==> src/rtl/fetch_pkg.sv <==
// Shared types and defaults for the instruction-fetch front end.
package fetch_pkg;

  localparam int DEF_XLEN = 32;
  localparam logic [DEF_XLEN-1:0] DEF_RESET_PC = 32'h8000_0000;
  localparam int ILEN_BYTES = 4;

  typedef struct packed {
    logic [31:0]         inst;
    logic [DEF_XLEN-1:0] pc;
    logic                err;
  } fetch_entry_t;

endpackage

==> src/rtl/fetch_fifo.sv <==
// Prefetch queue: synchronous FIFO of fetch entries with flush.
// Head is read straight from the entry registers (no bypass).
module fetch_fifo
  import fetch_pkg::*;
#(
  parameter int DEPTH = 4,
  localparam int AW = $clog2(DEPTH),
  localparam int CW = AW + 1
) (
  input  logic          clk_i,
  input  logic          rst_i,
  input  logic          flush_i,
  input  logic          push_i,
  input  fetch_entry_t  push_data_i,
  input  logic          pop_i,
  output fetch_entry_t  head_o,
  output logic          head_valid_o,
  output logic [CW-1:0] count_o
);

  localparam logic [AW:0] PTR_ONE = (AW+1)'(1);

  logic [AW:0]  wr_ptr_q, wr_ptr_d;
  logic [AW:0]  rd_ptr_q, rd_ptr_d;
  fetch_entry_t mem_q [DEPTH];
  fetch_entry_t mem_d [DEPTH];
  logic         full;

  // Pointers carry one extra wrap bit to tell full from empty.
  assign count_o      = wr_ptr_q - rd_ptr_q;
  assign full         = (wr_ptr_q[AW] != rd_ptr_q[AW]) &&
                        (wr_ptr_q[AW-1:0] == rd_ptr_q[AW-1:0]);
  assign head_valid_o = (count_o != '0);
  assign head_o       = mem_q[rd_ptr_q[AW-1:0]];

  always_comb begin
    mem_d    = mem_q;
    wr_ptr_d = wr_ptr_q;
    rd_ptr_d = rd_ptr_q;
    if (push_i) begin
      mem_d[wr_ptr_q[AW-1:0]] = push_data_i;
      wr_ptr_d = wr_ptr_q + PTR_ONE;
    end
    if (pop_i && head_valid_o) begin
      rd_ptr_d = rd_ptr_q + PTR_ONE;
    end
    if (flush_i) begin
      wr_ptr_d = '0;
      rd_ptr_d = '0;
    end
  end

  always_ff @(posedge clk_i or posedge rst_i) begin
    if (rst_i) begin
      wr_ptr_q <= '0;
      rd_ptr_q <= '0;
      for (int i = 0; i < DEPTH; i++) begin
        mem_q[i] <= '0;
      end
    end else begin
      wr_ptr_q <= wr_ptr_d;
      rd_ptr_q <= rd_ptr_d;
      mem_q    <= mem_d;
    end
  end

  always_ff @(posedge clk_i) begin
    if (!rst_i) begin
      assert (!(push_i && full && !flush_i))
        else $error("fetch_fifo: push while full");
    end
  end

endmodule

==> src/rtl/fetch_prefetch_unit.sv <==
// Free-running fetch front end: credit-limited requests, prefetch
// queue toward Decode, and redirect flushing of queue and in-flight data.
module fetch_prefetch_unit
  import fetch_pkg::*;
#(
  parameter int              XLEN            = DEF_XLEN,
  parameter logic [XLEN-1:0] RESET_PC        = DEF_RESET_PC,
  parameter int              QUEUE_DEPTH     = 4,
  parameter int              MAX_OUTSTANDING = 2
) (
  input  logic            clk_i,
  input  logic            rst_i,
  input  logic            enable_i,
  input  logic            redirect_i,
  input  logic [XLEN-1:0] redirect_pc_i,
  output logic            mem_req_valid_o,
  output logic [XLEN-1:0] mem_req_addr_o,
  input  logic            mem_req_ready_i,
  input  logic            mem_rsp_valid_i,
  input  logic [31:0]     mem_rsp_data_i,
  input  logic            mem_rsp_err_i,
  output logic            inst_valid_o,
  output logic [31:0]     inst_o,
  output logic [XLEN-1:0] inst_pc_o,
  output logic            inst_err_o,
  input  logic            inst_ready_i
);

  localparam int CW = $clog2(QUEUE_DEPTH) + 1;
  localparam logic [CW-1:0]   MAX_C   = CW'(MAX_OUTSTANDING);
  localparam logic [CW:0]     DEPTH_C = (CW+1)'(QUEUE_DEPTH);
  localparam logic [CW-1:0]   ONE     = CW'(1);
  localparam logic [XLEN-1:0] STEP    = XLEN'(ILEN_BYTES);
  localparam logic [XLEN-1:0] ALIGN   = ~XLEN'(ILEN_BYTES - 1);

  logic [XLEN-1:0] fetch_pc_q, fetch_pc_d;
  logic [XLEN-1:0] rsp_pc_q, rsp_pc_d;
  logic [CW-1:0]   out_q, out_d;
  logic [CW-1:0]   drop_q, drop_d;
  logic            halted_q, halted_d;
  logic            req_valid_q, req_valid_d;

  logic            fire;
  logic            push;
  logic            pop;
  logic            credit_ok;
  logic [CW-1:0]   count;
  logic [CW-1:0]   count_d;
  logic [CW:0]     credit_sum;
  logic            head_valid;
  fetch_entry_t    push_entry;
  fetch_entry_t    head;

  // A redirect withdraws the request in the same cycle it arrives.
  assign mem_req_valid_o = req_valid_q && !redirect_i;
  assign mem_req_addr_o  = fetch_pc_q;

  assign fire = mem_req_valid_o && mem_req_ready_i;
  assign pop  = head_valid && inst_ready_i && !redirect_i;
  assign push = mem_rsp_valid_i && !redirect_i && (drop_q == '0);

  always_comb begin
    push_entry.inst = mem_rsp_err_i ? 32'h0 : mem_rsp_data_i;
    push_entry.pc   = rsp_pc_q;
    push_entry.err  = mem_rsp_err_i;
  end

  always_comb begin
    fetch_pc_d = fetch_pc_q;
    rsp_pc_d   = rsp_pc_q;
    out_d      = out_q + CW'(fire) - CW'(mem_rsp_valid_i);
    drop_d     = drop_q;
    halted_d   = halted_q;
    count_d    = count + CW'(push) - CW'(pop);

    if (fire) begin
      fetch_pc_d = fetch_pc_q + STEP;
    end
    if (mem_rsp_valid_i && (drop_q != '0)) begin
      drop_d = drop_q - ONE;
    end
    if (push) begin
      rsp_pc_d = rsp_pc_q + STEP;
      if (mem_rsp_err_i) begin
        halted_d = 1'b1;
      end
    end

    if (redirect_i) begin
      fetch_pc_d = redirect_pc_i & ALIGN;
      rsp_pc_d   = redirect_pc_i & ALIGN;
      halted_d   = 1'b0;
      drop_d     = out_q - CW'(mem_rsp_valid_i);
      count_d    = '0;
    end

    // Credits are judged on next-state values so the registered
    // request never overcommits the queue.
    credit_sum = {1'b0, count_d} + {1'b0, out_d};
    credit_ok  = (out_d < MAX_C) && (credit_sum < DEPTH_C);

    if (req_valid_q && !fire && !redirect_i) begin
      req_valid_d = 1'b1;
    end else begin
      req_valid_d = enable_i && !halted_d && credit_ok;
    end
  end

  always_ff @(posedge clk_i or posedge rst_i) begin
    if (rst_i) begin
      fetch_pc_q  <= RESET_PC;
      rsp_pc_q    <= RESET_PC;
      out_q       <= '0;
      drop_q      <= '0;
      halted_q    <= 1'b0;
      req_valid_q <= 1'b0;
    end else begin
      fetch_pc_q  <= fetch_pc_d;
      rsp_pc_q    <= rsp_pc_d;
      out_q       <= out_d;
      drop_q      <= drop_d;
      halted_q    <= halted_d;
      req_valid_q <= req_valid_d;
    end
  end

  fetch_fifo #(
    .DEPTH (QUEUE_DEPTH)
  ) u_fifo (
    .clk_i        (clk_i),
    .rst_i        (rst_i),
    .flush_i      (redirect_i),
    .push_i       (push),
    .push_data_i  (push_entry),
    .pop_i        (pop),
    .head_o       (head),
    .head_valid_o (head_valid),
    .count_o      (count)
  );

  assign inst_valid_o = head_valid;
  assign inst_o       = head.inst;
  assign inst_pc_o    = head.pc;
  assign inst_err_o   = head.err;

endmodule
==> config.mk <==
export PLATFORM = sky130hd
export DESIGN_NAME = fetch_prefetch_unit
export DESIGN_NICKNAME = d
export VERILOG_FILES = /design/src/rtl/fetch_pkg.sv /design/src/rtl/fetch_fifo.sv /design/src/rtl/fetch_prefetch_unit.sv
export SDC_FILE = /design/constraint.sdc
export NUM_CORES = 1
export LEC_CHECK = 0
export BUFFER_PORTS_ARGS = -buffer_cell sky130_fd_sc_hd__buf_2
export CAP_MARGIN = 20
export CELL_PAD_IN_SITES_DETAIL_PLACEMENT = 0
export CELL_PAD_IN_SITES_GLOBAL_PLACEMENT = 1
export CORE_UTILIZATION = 53
export CTS_CLUSTER_SIZE = 16
export DETAILED_ROUTE_END_ITERATION = 10
export GPL_ROUTABILITY_DRIVEN = 0
export PLACE_DENSITY = 0.86
export SETUP_SLACK_MARGIN = 0.3
export SLEW_MARGIN = 25
export SYNTH_ARGS = -nofsm -noshare
export SYNTH_HDL_FRONTEND = slang
export SYNTH_HIERARCHICAL = 1
export SYNTH_SLANG_ARGS = --single-unit
==> constraint.sdc <==
create_clock -name clk_i -period 15 [get_ports clk_i]
set_input_delay 1.5 -clock clk_i [delete_from_list [all_inputs] [get_ports clk_i]]
set_output_delay 1.5 -clock clk_i [all_outputs]
set_load 0.02 [all_outputs]
==> metrics.md, run 1 <==
| Metric | Value |
|---|---|
| Via count | `10380` |
| Die Ht | `176.6 um` |
| Initial antenna violation count | `1` |
| PwrDens | `148.3 nW/um^2` |
| Critical hold path startpoint | `u_fifo/mem_q[126]` |
| Die area | `31200 sq um` |
| Tmin final | `4569 ps` |
| IO Pins | `171` |
| Most common cell after layout, fill and taps aside | `dfrtp_1` |
| Port-buffer cells | `166` |
| Maximum clock path buffer count | `3` |
| Vias per cell | `5.940` |
| Crit end category | `output port` |
| Multi-input combinational cell area | `7360 sq um` |
| Clock Latency Late Sink | `520 ps` |
| Hold/Removal Path Class | `register to register` |
| Setup violators final | `0` |
| FF/Latch Area | `8368 sq um` |
| First-pass DRT Iterations | `5` |
| Core Box Area | `29800 sq um` |
| Area Growth Syn to Fin | `15.11%` |
| Crit path launch | `redirect_i` |
| Routed Antenna Nets | `0` |
| Post-synthesis cell count | `1180` |
| Gr usage total | `24.07%` |
| TritonCTS clock tree | `done` |
| # resized after CTS | `0` |
| Status | `finished, final reports clean` |
| First-pass GRT wire length | `58630 um` |
| Setup Skew | `12.34 ps` |
| CP max stage delay | `630 ps` |
| Worst-margin pin slew | `1010 ps` |
| Fin. Hold Viols | `0` |
| Yosys reg bits | `334` |
| Pleak | `8.717 nW` |
| Slowest cell on crit path | `buf_4` |
| Yosys warnings | `6` |
| Largest net degree at the start of global routing | `103` |
| WP data required | `13500 ps` |
| Netlist cell types | `58` |
| Main combinational cell family by area after synthesis | `multiplexers` |
| Most frequent cells in the layout | `dfrtp_1, mux2_2, buf_2, mux4_2` |
| Post-synth EDFFs | `0` |
| Slew headroom | `32.62%` |
| Prevailing post-synth register cell | `dfrtp_1` |
| Synthesized area per cell | `13.70 sq um` |
| Fmax | `218.9 MHz` |
| CP delay by family, top | `buffers and inverters` |
| Total of max-cap violations | `0` |
| Crit path buffers/inverters | `6` |
| Worst path cell trace | `buf_2 -> buf_4 -> inv_2 -> buf_4 -> nand2_1 -> inv_1 -> buf_2` |
| CTS Hold Bufs | `0` |
| Post-Synth Simple-Gate Area | `8.864%` |
| Clk sinks | `334` |
| Setup_tns | `0 ps` |
| Leading area contributor after synthesis | `dfrtp_1` |
| Reg clk slew, reported paths | `60 ps` |
| Remaining DRCs | `0` |
| Vias in the first global route | `10750` |
| Worst vdd ir | `0.1086 mV` |
| Post-Route WL | `36250 um` |
| Share of cells above drive strength 1 | `44.47%` |
| Root buf cell | `clkbuf_16` |
| CP max FO | `75` |
| Starting Density | `54.25%` |
| Post-CTS Setup Bufs | `0` |
| Sequential area share after synthesis | `51.73%` |
| Post-DP HPWL | `22400 um` |
| Worst R2R Start | `u_fifo/rd_ptr_q[0]` |
| Post-layout nets | `1420` |
| Setup CP Type | `primary input to output port` |
| Row count | `63` |
| Grt total ovfl | `0` |
| Mapped cell area | `16160 sq um` |
| Final period util | `30.46%` |
| Xor/xnor cell area share of the yosys netlist | `1.773%` |
| Async SR Flop Fraction | `100.0%` |
| Num CTS Buffers | `37` |
| Fillers | `2343` |
| Adder-cell area share of the yosys netlist | `1.765%` |
| Mux cell area share after synthesis | `28.76%` |
| # H-tree levels | `2` |
| Fin. max-slew vios | `0` |
| Die W | `176.6 um` |
| DR iter-0 viols | `741` |
| Top post-synthesis cells by area | `dfrtp_1, mux2_2, mux4_2` |
| CP startpoint kind | `primary input` |
| Drt wl/cell | `20.75 um` |
| Worst EP arrival | `3070 ps` |
| Post-synth top area share | `51.40%` |
| RSZ-0062 raised after global routing | `false` |
| Compound-Gate Fraction of Synth Area | `3.723%` |
| Layout Utilization | `62.44%` |
==> area by class of cell <==
type	instances	share of cell area [%]
sequential	334	44.98
multi-input combinational	748	39.56
clock buffer	56	6.288
timing repair buffer	173	4.788
tap	390	2.623
clock inverter	12	1.049
inverter	33	0.7061
antenna	1	0.01345
==> flip-flops by register name (all words and copies together), names as in the netlist <==
signal,cells
u_fifo/mem_q,260
out_q,3
mem_req_addr_o,30
drop_q,3
u_fifo/wr_ptr_q,3
req_valid_q,1
u_fifo/rd_ptr_q,3
rsp_pc_q,30
halted_q,1
==> worst paths after layout <==
| check | end | slack (ps) | cells after the start |
|---|---|---|---|
| worst max-delay path | mem_req_valid_o | 10430 | 7 |
| worst min-delay path | u_fifo/mem_q[126] | 500 | 1 |
| worst max register to register | req_valid_q | 10770 | 16 |
| worst min register to register | u_fifo/mem_q[126] | 500 | 1 |
| max in group asynchronous | u_fifo/rd_ptr_q[1] | 12590 | 3 |
| min in group asynchronous | u_fifo/mem_q[25] | 1110 | 2 |
==> through the flow <==
step	area, sq um	setup slack (ps)	power [mW]	hold slack, ps	instances
CTS	18570	10430	2.784	500.9	1746
global route	18600	10140	2.889	511.3	1746
global placement	17190	9961	1.764	481.4	1678
floorplan	16200	6175	1.583	473.8	1189
finish	18610	10430	2.759	501.0	1747
detailed placement	17200	9969	1.788	487.7	1678
==> cell families (layout without fill, tap and decap cells) <==
kind of cell,count (synthesis),after routing
other cells,1,11
xor+xnor,31,31
simple gates,252,252
compound gates,86,86
fa+ha+maj,21,21
buf+inv,107,274
mux,348,348
flops,334,334
==> cells in the mapped netlist (all sizes together), types with 22 or more instances <==
| cell type | number |
|---|---|
| nor2 | 35 |
| dfrtp | 332 |
| mux2 | 278 |
| inv | 33 |
| or4 | 22 |
| nand3 | 25 |
| a31oi | 26 |
| buf | 55 |
| mux4 | 65 |
| nor2b | 39 |
| nand2 | 39 |
==> power breakdown <==
part	internal, mW	switching (mW)
Combinational	0.296	0.333
Sequential	1.04	0.101
Clock	0.626	0.361
==> worst reg2reg max path, cell delays in order, from the launching register on <==
cell and delay [ps]:
dfrtp_4 690, ha_1 290, fa_1 390, xnor3_2 320, nand3_1 140, and3_1 250, ha_1 280, inv_1 40
ha_1 180, fa_1 370, xnor2_1 180, xnor2_1 160, nor2_1 70, ha_1 290, nor3b_1 180, nand3_1 100
o32ai_1 220
==> layer usage <==
layer	vias up	routed length (um)	global-route usage, %
met3	54	1648	3.866
met1	5395	16540	33.89
met2	240	17350	38.87
met5	-	0	0
met4	0	707	6.645
li1	4688	-	-
Power figures use the tool's default switching activity.
==> run 2, diff against run 1 <==
--- a/config.mk
+++ b/config.mk
@@ -5,15 +5,16 @@
 export SDC_FILE = /design/constraint.sdc
 export NUM_CORES = 1
 export LEC_CHECK = 0
+export ABC_AREA = 1
 export BUFFER_PORTS_ARGS = -buffer_cell sky130_fd_sc_hd__buf_2
 export CAP_MARGIN = 20
 export CELL_PAD_IN_SITES_DETAIL_PLACEMENT = 0
 export CELL_PAD_IN_SITES_GLOBAL_PLACEMENT = 1
-export CORE_UTILIZATION = 53
+export CORE_UTILIZATION = 40
 export CTS_CLUSTER_SIZE = 16
 export DETAILED_ROUTE_END_ITERATION = 10
 export GPL_ROUTABILITY_DRIVEN = 0
-export PLACE_DENSITY = 0.86
+export PLACE_DENSITY = 0.77
 export SETUP_SLACK_MARGIN = 0.3
 export SLEW_MARGIN = 25
 export SYNTH_ARGS = -nofsm -noshare
==> constraint.sdc (replaced) <==
create_clock -name clk_i -period 4 [get_ports clk_i]
set_input_delay 0.4 -clock clk_i [delete_from_list [all_inputs] [get_ports clk_i]]
set_output_delay 0.4 -clock clk_i [all_outputs]
set_load 0.02 [all_outputs]
==> metrics.md, run 2 <==
| Metric | Value |
|---|---|
| Netlist cell types | `46 (was 58)` |
| Gr usage total | `22.38% (was 24.07%)` |
| Clk sinks | `334 (unchanged)` |
| Worst-margin pin slew | `982.2 ps (was 1010 ps)` |
| Hold/Removal Path Class | `primary input to register (was register to register)` |
| Post-Synth Simple-Gate Area | `20.68% (was 8.864%)` |
| Async SR Flop Fraction | `100.0% (unchanged)` |
| Synthesized area per cell | `7.852 sq um (was 13.70 sq um)` |
| Adder-cell area share of the yosys netlist | `1.727% (was 1.765%)` |
| Crit end category | `register (was output port)` |
| Worst vdd ir | `0.3660 mV (was 0.1086 mV)` |
| Fin. Hold Viols | `0 (unchanged)` |
| Share of cells above drive strength 1 | `12.46% (was 44.47%)` |
| Most frequent cells in the layout | `nand2_1, dfrtp_1, o21ai_0, nor2_1, inv_1 (was dfrtp_1, mux2_2, buf_2, mux4_2)` |
| # H-tree levels | `2 (unchanged)` |
| TritonCTS clock tree | `done (unchanged)` |
| Most numerous cell in the Yosys netlist | `nand2_1 (was dfrtp_1)` |
| Reg clk slew, reported paths | `60 ps (about the same)` |
| Num CTS Buffers | `39 (was 37)` |
| Tmin final | `3494 ps` |
| Vias per cell | `5.179 (was 5.940)` |
| Post-Route WL | `45830 um (was 36250 um)` |
| Pleak | `9.417 nW (was 8.717 nW)` |
| Setup_tns | `0 ps (unchanged)` |
| First-pass DRT Iterations | `5 (unchanged)` |
| Prevailing post-synth register cell | `dfrtp_1 (unchanged)` |
| Setup violators final | `0 (unchanged)` |
| Setup WS post-layout | `506.3 ps (was 10430 ps)` |
| Most common cell after layout, fill and taps aside | `nand2_1 (was dfrtp_1)` |
| Clock Latency Late Sink | `560 ps (was 520 ps)` |
| Main combinational cell family by area after synthesis | `simple AND/OR/NAND/NOR gates (was multiplexers)` |
| RSZ-0062 raised after global routing | `false (unchanged)` |
| IO Pins | `171 (unchanged)` |
| Leading area contributor after synthesis | `dfrtp_1 (unchanged)` |
| CP max FO | `6 (was 75)` |
| Row count | `74 (was 63)` |
| Remaining DRCs | `0 (unchanged)` |
| Xor/xnor cell area share of the yosys netlist | `0.6362% (was 1.773%)` |
| Grt total ovfl | `0 (unchanged)` |
| Biggest register | `u_fifo/mem_q (unchanged)` |
| DR iter-0 viols | `1118 (was 741)` |
| # diodes | `0 (was 1)` |
| Setup CP Type | `register to register (was primary input to output port)` |
| PwrDens | `548.8 nW/um^2 (was 148.3 nW/um^2)` |
| Mapped cell area | `16520 sq um (was 16160 sq um)` |
| Port-buffer cells | `166 (unchanged)` |
| Drt wl/cell | `16.49 um (was 20.75 um)` |
| Largest net degree at the start of global routing | `160 (was 103)` |
| Slew headroom | `34.52% (was 32.62%)` |
| Post-synthesis cell count | `2104 (was 1180)` |
| First-pass GRT wire length | `74780 um (was 58630 um)` |
| Setup Skew | `18.01 ps (was 12.34 ps)` |
| Layout Utilization | `46.81% (was 62.44%)` |
| Worst EP arrival | `3940 ps (was 3070 ps)` |
| Vias in the first global route | `14120 (was 10750)` |
| Post-layout nets | `2310 (was 1420)` |
| Via count | `14400 (was 10380)` |
| Fmax | `286.2 MHz` |
| CP startpoint kind | `register (was primary input)` |
| Post-DP HPWL | `28330 um (was 22400 um)` |
| Fin. max-slew vios | `0 (unchanged)` |
| Yosys reg bits | `334 (unchanged)` |
| Core Box Area | `40740 sq um (was 29800 sq um)` |
| Final period util | `87.34%` |
| Post-synth top area share | `50.29% (was 51.40%)` |
| Compound-Gate Fraction of Synth Area | `18.07% (was 3.723%)` |
| Tot Pwr | `10.47 mW (was 2.759 mW)` |
| Area Growth Syn to Fin | `15.43% (was 15.11%)` |
| Root buf cell | `clkbuf_16 (unchanged)` |
| Top cells by count, synth | `nand2_1, dfrtp_1, o21ai_0 (was dfrtp_1, mux2_2, mux4_2)` |
| WP data required | `4440 ps (was 13500 ps)` |
| Total of max-cap violations | `0 (unchanged)` |
| Sequential area share after synthesis | `50.61% (was 51.73%)` |
| Status | `finished, final reports clean (unchanged)` |
| Mux cell area share after synthesis | `0% (was 28.76%)` |
| Initial antenna violation count | `0 (was 1)` |
| Worst R2R Setup Slack | `510 ps (was 10770 ps)` |
| Fillers | `4104 (was 2343)` |
| DP Worst Slack | `341.8 ps (was 9969 ps)` |
| Die Ht | `205.2 um (was 176.6 um)` |
| Die area | `42120 sq um (was 31200 sq um)` |
| Starting Density | `40.55% (was 54.25%)` |
| Routed Antenna Nets | `0 (unchanged)` |
| Die W | `205.2 um (was 176.6 um)` |
| Max reg flops | `260 (unchanged)` |
| Maximum clock path buffer count | `3 (unchanged)` |
| Post-synth EDFFs | `0 (unchanged)` |
| Top post-synthesis cells by area | `dfrtp_1, nand2_1, o21ai_0 (was dfrtp_1, mux2_2, mux4_2)` |
| Yosys warnings | `6 (unchanged)` |
run 2: final timing paths:
path,endpoint,from,depth (start not counted)
max,req_valid_q,u_fifo/wr_ptr_q[0],20
min reg2reg,u_fifo/mem_q[72],u_fifo/mem_q[72],2
min,rsp_pc_q[30],redirect_pc_i[30],3
min in group asynchronous,u_fifo/rd_ptr_q[0],rst_i,3
max reg2reg,req_valid_q,u_fifo/wr_ptr_q[0],20
max in group asynchronous,u_fifo/mem_q[219],rst_i,4
run 2: kinds of logic after synthesis:
| group | after synthesis |
|---|---|
| fa+ha+maj | 21 |
| flops | 334 |
| other cells | 1 |
| xor+xnor | 12 |
| simple gates | 859 |
| compound gates | 557 |
| buf+inv | 320 |
run 2: stage by stage:
step                      instance area (sq um)  cells  hold WS (ps)
after CTS                                 19050   2778         56.53
final                                     19070   2780         89.05
after global placement                    17670   2705         423.2
after floorplan                           16540   2107         447.8
after detailed placement                  17680   2705         440.1
after global routing                      19070   2780         87.78
run 2: final cells by class:
cell class | instances | area, sq um | share of cell area, %
inverters | 200 | 762.0 | 3.996
repair buffers | 189 | 1081 | 5.669
clock buffers | 58 | 1127 | 5.912
multi-input cells | 1453 | 6834 | 35.84
flip-flops and latches | 334 | 8366 | 43.87
clock inverters | 14 | 234.0 | 1.227
well taps | 532 | 665.6 | 3.491
run 2: power by group:
group | switching, mW | total, mW | internal (mW)
logic | 1.53 | 2.35 | 0.822
registers | 0.402 | 4.33 | 3.93
clock network | 1.43 | 3.78 | 2.34
run 2: routing by layer:
layer  vias up  GRT usage, %  part of all wire (%)
met5         -             0                     0
met3        59         3.864                   5.5
met1      6874         30.58                    47
met4         0         7.090                   1.9
met2       360         36.08                    46
li1       7104             -                     -
run 2: worst max-delay path, cell delays in order (launching register included):
cell and delay [ps]:
dfrtp_1 360, inv_1 100, ha_1 240, fa_1 510, nand2_1 60, inv_1 60, nand3_2 130, nand2_1 110
nor2_2 60, ha_1 290, inv_1 40, ha_1 180, fa_1 430, inv_1 70, nor2_1 40, ha_1 180
inv_1 50, nand2_1 40, nor4_1 230, nand3_1 120, o32ai_1 110
run 2: what timing repair did:
item / 4_1_cts / 5_1_grt
gates resized for setup: 0 / 3
endpoints found under the setup margin: 0 / 1
hold buffers: 1 / 0
buffers inserted: 0 / 2
hold endpoints to repair: 56 / 0
==> run 3, diff against run 2 <==
--- a/config.mk
+++ b/config.mk
@@ -10,11 +10,12 @@
 export CAP_MARGIN = 20
 export CELL_PAD_IN_SITES_DETAIL_PLACEMENT = 0
 export CELL_PAD_IN_SITES_GLOBAL_PLACEMENT = 1
-export CORE_UTILIZATION = 40
+export CORE_UTILIZATION = 41
+export CTS_BUF_LIST = sky130_fd_sc_hd__clkbuf_2
 export CTS_CLUSTER_SIZE = 16
 export DETAILED_ROUTE_END_ITERATION = 10
 export GPL_ROUTABILITY_DRIVEN = 0
-export PLACE_DENSITY = 0.77
+export PLACE_DENSITY = 0.78
 export SETUP_SLACK_MARGIN = 0.3
 export SLEW_MARGIN = 25
 export SYNTH_ARGS = -nofsm -noshare
==> metrics.md, run 3 (same netlist as run 2, synthesis figures left out) <==
| Metric | Value |
|---|---|
| First-pass GRT wire length | `76430 um (was 74780 um)` |
| Setup_tns | `0 ps (unchanged)` |
| Post-layout nets | `2433 (was 2310)` |
| Largest net degree at the start of global routing | `122 (was 160)` |
| Max reg flops | `260 (unchanged)` |
| Non-Filler Instances | `2937 (was 2780)` |
| Initial antenna violation count | `2 (was 0)` |
| Path depth of the worst reg2reg path | `17 (was 20)` |
| Final period util | `89.92% (was 87.34%)` |
| Worst-margin pin slew | `957.0 ps (was 982.2 ps)` |
| Vias per cell | `5.076 (was 5.179)` |
| Total of max-cap violations | `0 (unchanged)` |
| WP data required | `4790 ps (was 4440 ps)` |
| Setup violators final | `0 (unchanged)` |
| Fmax | `278.0 MHz (was 286.2 MHz)` |
| Share of cells above drive strength 1 | `15.31% (was 12.46%)` |
| Port-buffer cells | `166 (unchanged)` |
| Setup Skew | `92.70 ps (was 18.01 ps)` |
| Crit end category | `register (unchanged)` |
| Worst r2r dst | `req_valid_q (unchanged)` |
| Remaining DRCs | `0 (unchanged)` |
| Die area | `41100 sq um (was 42120 sq um)` |
| Status | `finished, final reports clean (unchanged)` |
| Drt wl/cell | `15.90 um (was 16.49 um)` |
| Worst R2R Start | `u_fifo/rd_ptr_q[0] (was u_fifo/wr_ptr_q[0])` |
| Vias in the first global route | `14720 (was 14120)` |
| Reg clk slew, reported paths | `100 ps (was 60 ps)` |
| RSZ-0062 raised after global routing | `true (was false)` |
| First-pass DRT Iterations | `5 (unchanged)` |
| DR iter-0 viols | `1085 (was 1118)` |
| CP startpoint kind | `register (unchanged)` |
| Hold/Removal Path Class | `primary input to asynchronous set/reset pin (was primary input to register)` |
| Setup CP Type | `register to register (unchanged)` |
| Worst R2R Setup Slack | `400 ps (was 510 ps)` |
| Grt total ovfl | `0 (unchanged)` |
| Layout Utilization | `48.35% (was 46.81%)` |
| Fin. max-slew vios | `0 (unchanged)` |
| Via count | `14910 (was 14400)` |
| Row count | `73 (was 74)` |
| CP max FO | `6 (unchanged)` |
| Post-DP HPWL | `28600 um (was 28330 um)` |
| # H-tree levels | `3 (was 2)` |
| Tmin final | `3597 ps (was 3494 ps)` |
| IO Pins | `171 (unchanged)` |
| Num CTS Buffers | `94 (was 39)` |
| Clock Latency Late Sink | `970 ps (was 560 ps)` |
| Worst EP arrival | `4390 ps (was 3940 ps)` |
| Die Ht | `202.7 um (was 205.2 um)` |
| Area Growth Syn to Fin | `16.28% (was 15.43%)` |
| Slew headroom | `36.20% (was 34.52%)` |
| PwrDens | `479.1 nW/um^2 (was 548.8 nW/um^2)` |
| Root buf cell | `clkbuf_2 (was clkbuf_16)` |
| Most frequent cells in the layout | `nand2_1, dfrtp_1, o21ai_0, nor2_1, inv_1 (unchanged)` |
| Core Box Area | `39730 sq um (was 40740 sq um)` |
| Fin. Hold Viols | `0 (unchanged)` |
| Die W | `202.7 um (was 205.2 um)` |
| Pleak | `9.677 nW (was 9.417 nW)` |
| Routed Antenna Nets | `0 (unchanged)` |
| TritonCTS clock tree | `done (unchanged)` |
| Most common cell after layout, fill and taps aside | `nand2_1 (unchanged)` |
| Tot Pwr | `9.204 mW (was 10.47 mW)` |
| Post-Place Cells | `2699 (was 2705)` |
| Biggest register | `u_fifo/mem_q (unchanged)` |
| Gr usage total | `23.13% (was 22.38%)` |
| Starting Density | `41.58% (was 40.55%)` |
| Worst vdd ir | `0.1980 mV (was 0.3660 mV)` |
| Maximum clock path buffer count | `3 (unchanged)` |
| Post-Route WL | `46690 um (was 45830 um)` |
| Clk sinks | `334 (unchanged)` |
run 3: metrics by stage:
step / worst slack (ps) / instance area (sq um) / hold slack, ps
after floorplan: 88.51 / 16540 / 447.8
after CTS: 291.0 / 19200 / 35.00
after global placement: 398.2 / 17650 / 461.5
final: 403.3 / 19210 / 124.6
after detailed placement: 262.3 / 17650 / 468.2
after global routing: 164.9 / 19210 / 59.90
run 3: how the worst max path moves through the flow:
stage,slack (ps),from,cells past startpoint,end
finish,400,u_fifo/rd_ptr_q[0],17,req_valid_q
detailed placement,260,u_fifo/wr_ptr_q[0],18,req_valid_q
global placement,400,u_fifo/wr_ptr_q[0],18,req_valid_q
global route,160,u_fifo/wr_ptr_q[0],18,req_valid_q
floorplan,90,rst_i,1,u_fifo/mem_q[0]
CTS,290,u_fifo/rd_ptr_q[0],5,inst_pc_o[0]
run 3: what timing repair did:
item | CTS | global route
gates resized for setup | 3 | 4
setup buffers | 1 | 0
hold endpoints to repair | 315 | 0
pin swaps | 0 | 1
hold buffers | 69 | 0
setup endpoints to repair | 36 | 50
run 3: critical path, cell delays in order (launching register included):
cell and delay (ps):
dfrtp_4 490, ha_1 210, fa_1 530, nand2_1 60
inv_1 60, nand3_2 120, nand2_1 110, nor2_2 60
ha_1 290, inv_1 40, ha_1 180, fa_1 380
o21ai_1 140, a21oi_1 60, ha_1 210, nor4_2 270
nand3_1 110, o32ai_1 140
run 3: cell type report:
cell class / count / area [sq um]
Clock inverter: 20 / 106.4
Sequential cell: 334 / 8366
Tap cell: 525 / 656.9
Fill cell: 4041 / 20520
Clock buffer: 146 / 730.7
Inverter: 200 / 758.2
Multi-Input combinational cell: 1453 / 6840
Antenna cell: 2 / 5.005
Timing Repair Buffer: 257 / 1748
run 3: power breakdown:
| group | switching, mW | internal, mW |
|---|---|---|
| logic | 1.55 | 0.869 |
| clock network | 1.45 | 1.02 |
| registers | 0.398 | 3.92 |
| total | 3.39 | 5.81 |
run 3: layer usage:
| metal | wire, um | GRT usage, % | up-vias |
|---|---|---|---|
| li1 | - | - | 7409 |
| met1 | 21490 | 30.92 | 6990 |
| met2 | 21580 | 37.30 | 425 |
| met3 | 2430 | 4.222 | 83 |
| met4 | 1198 | 8.808 | 0 |
| met5 | 0 | 0 | - |
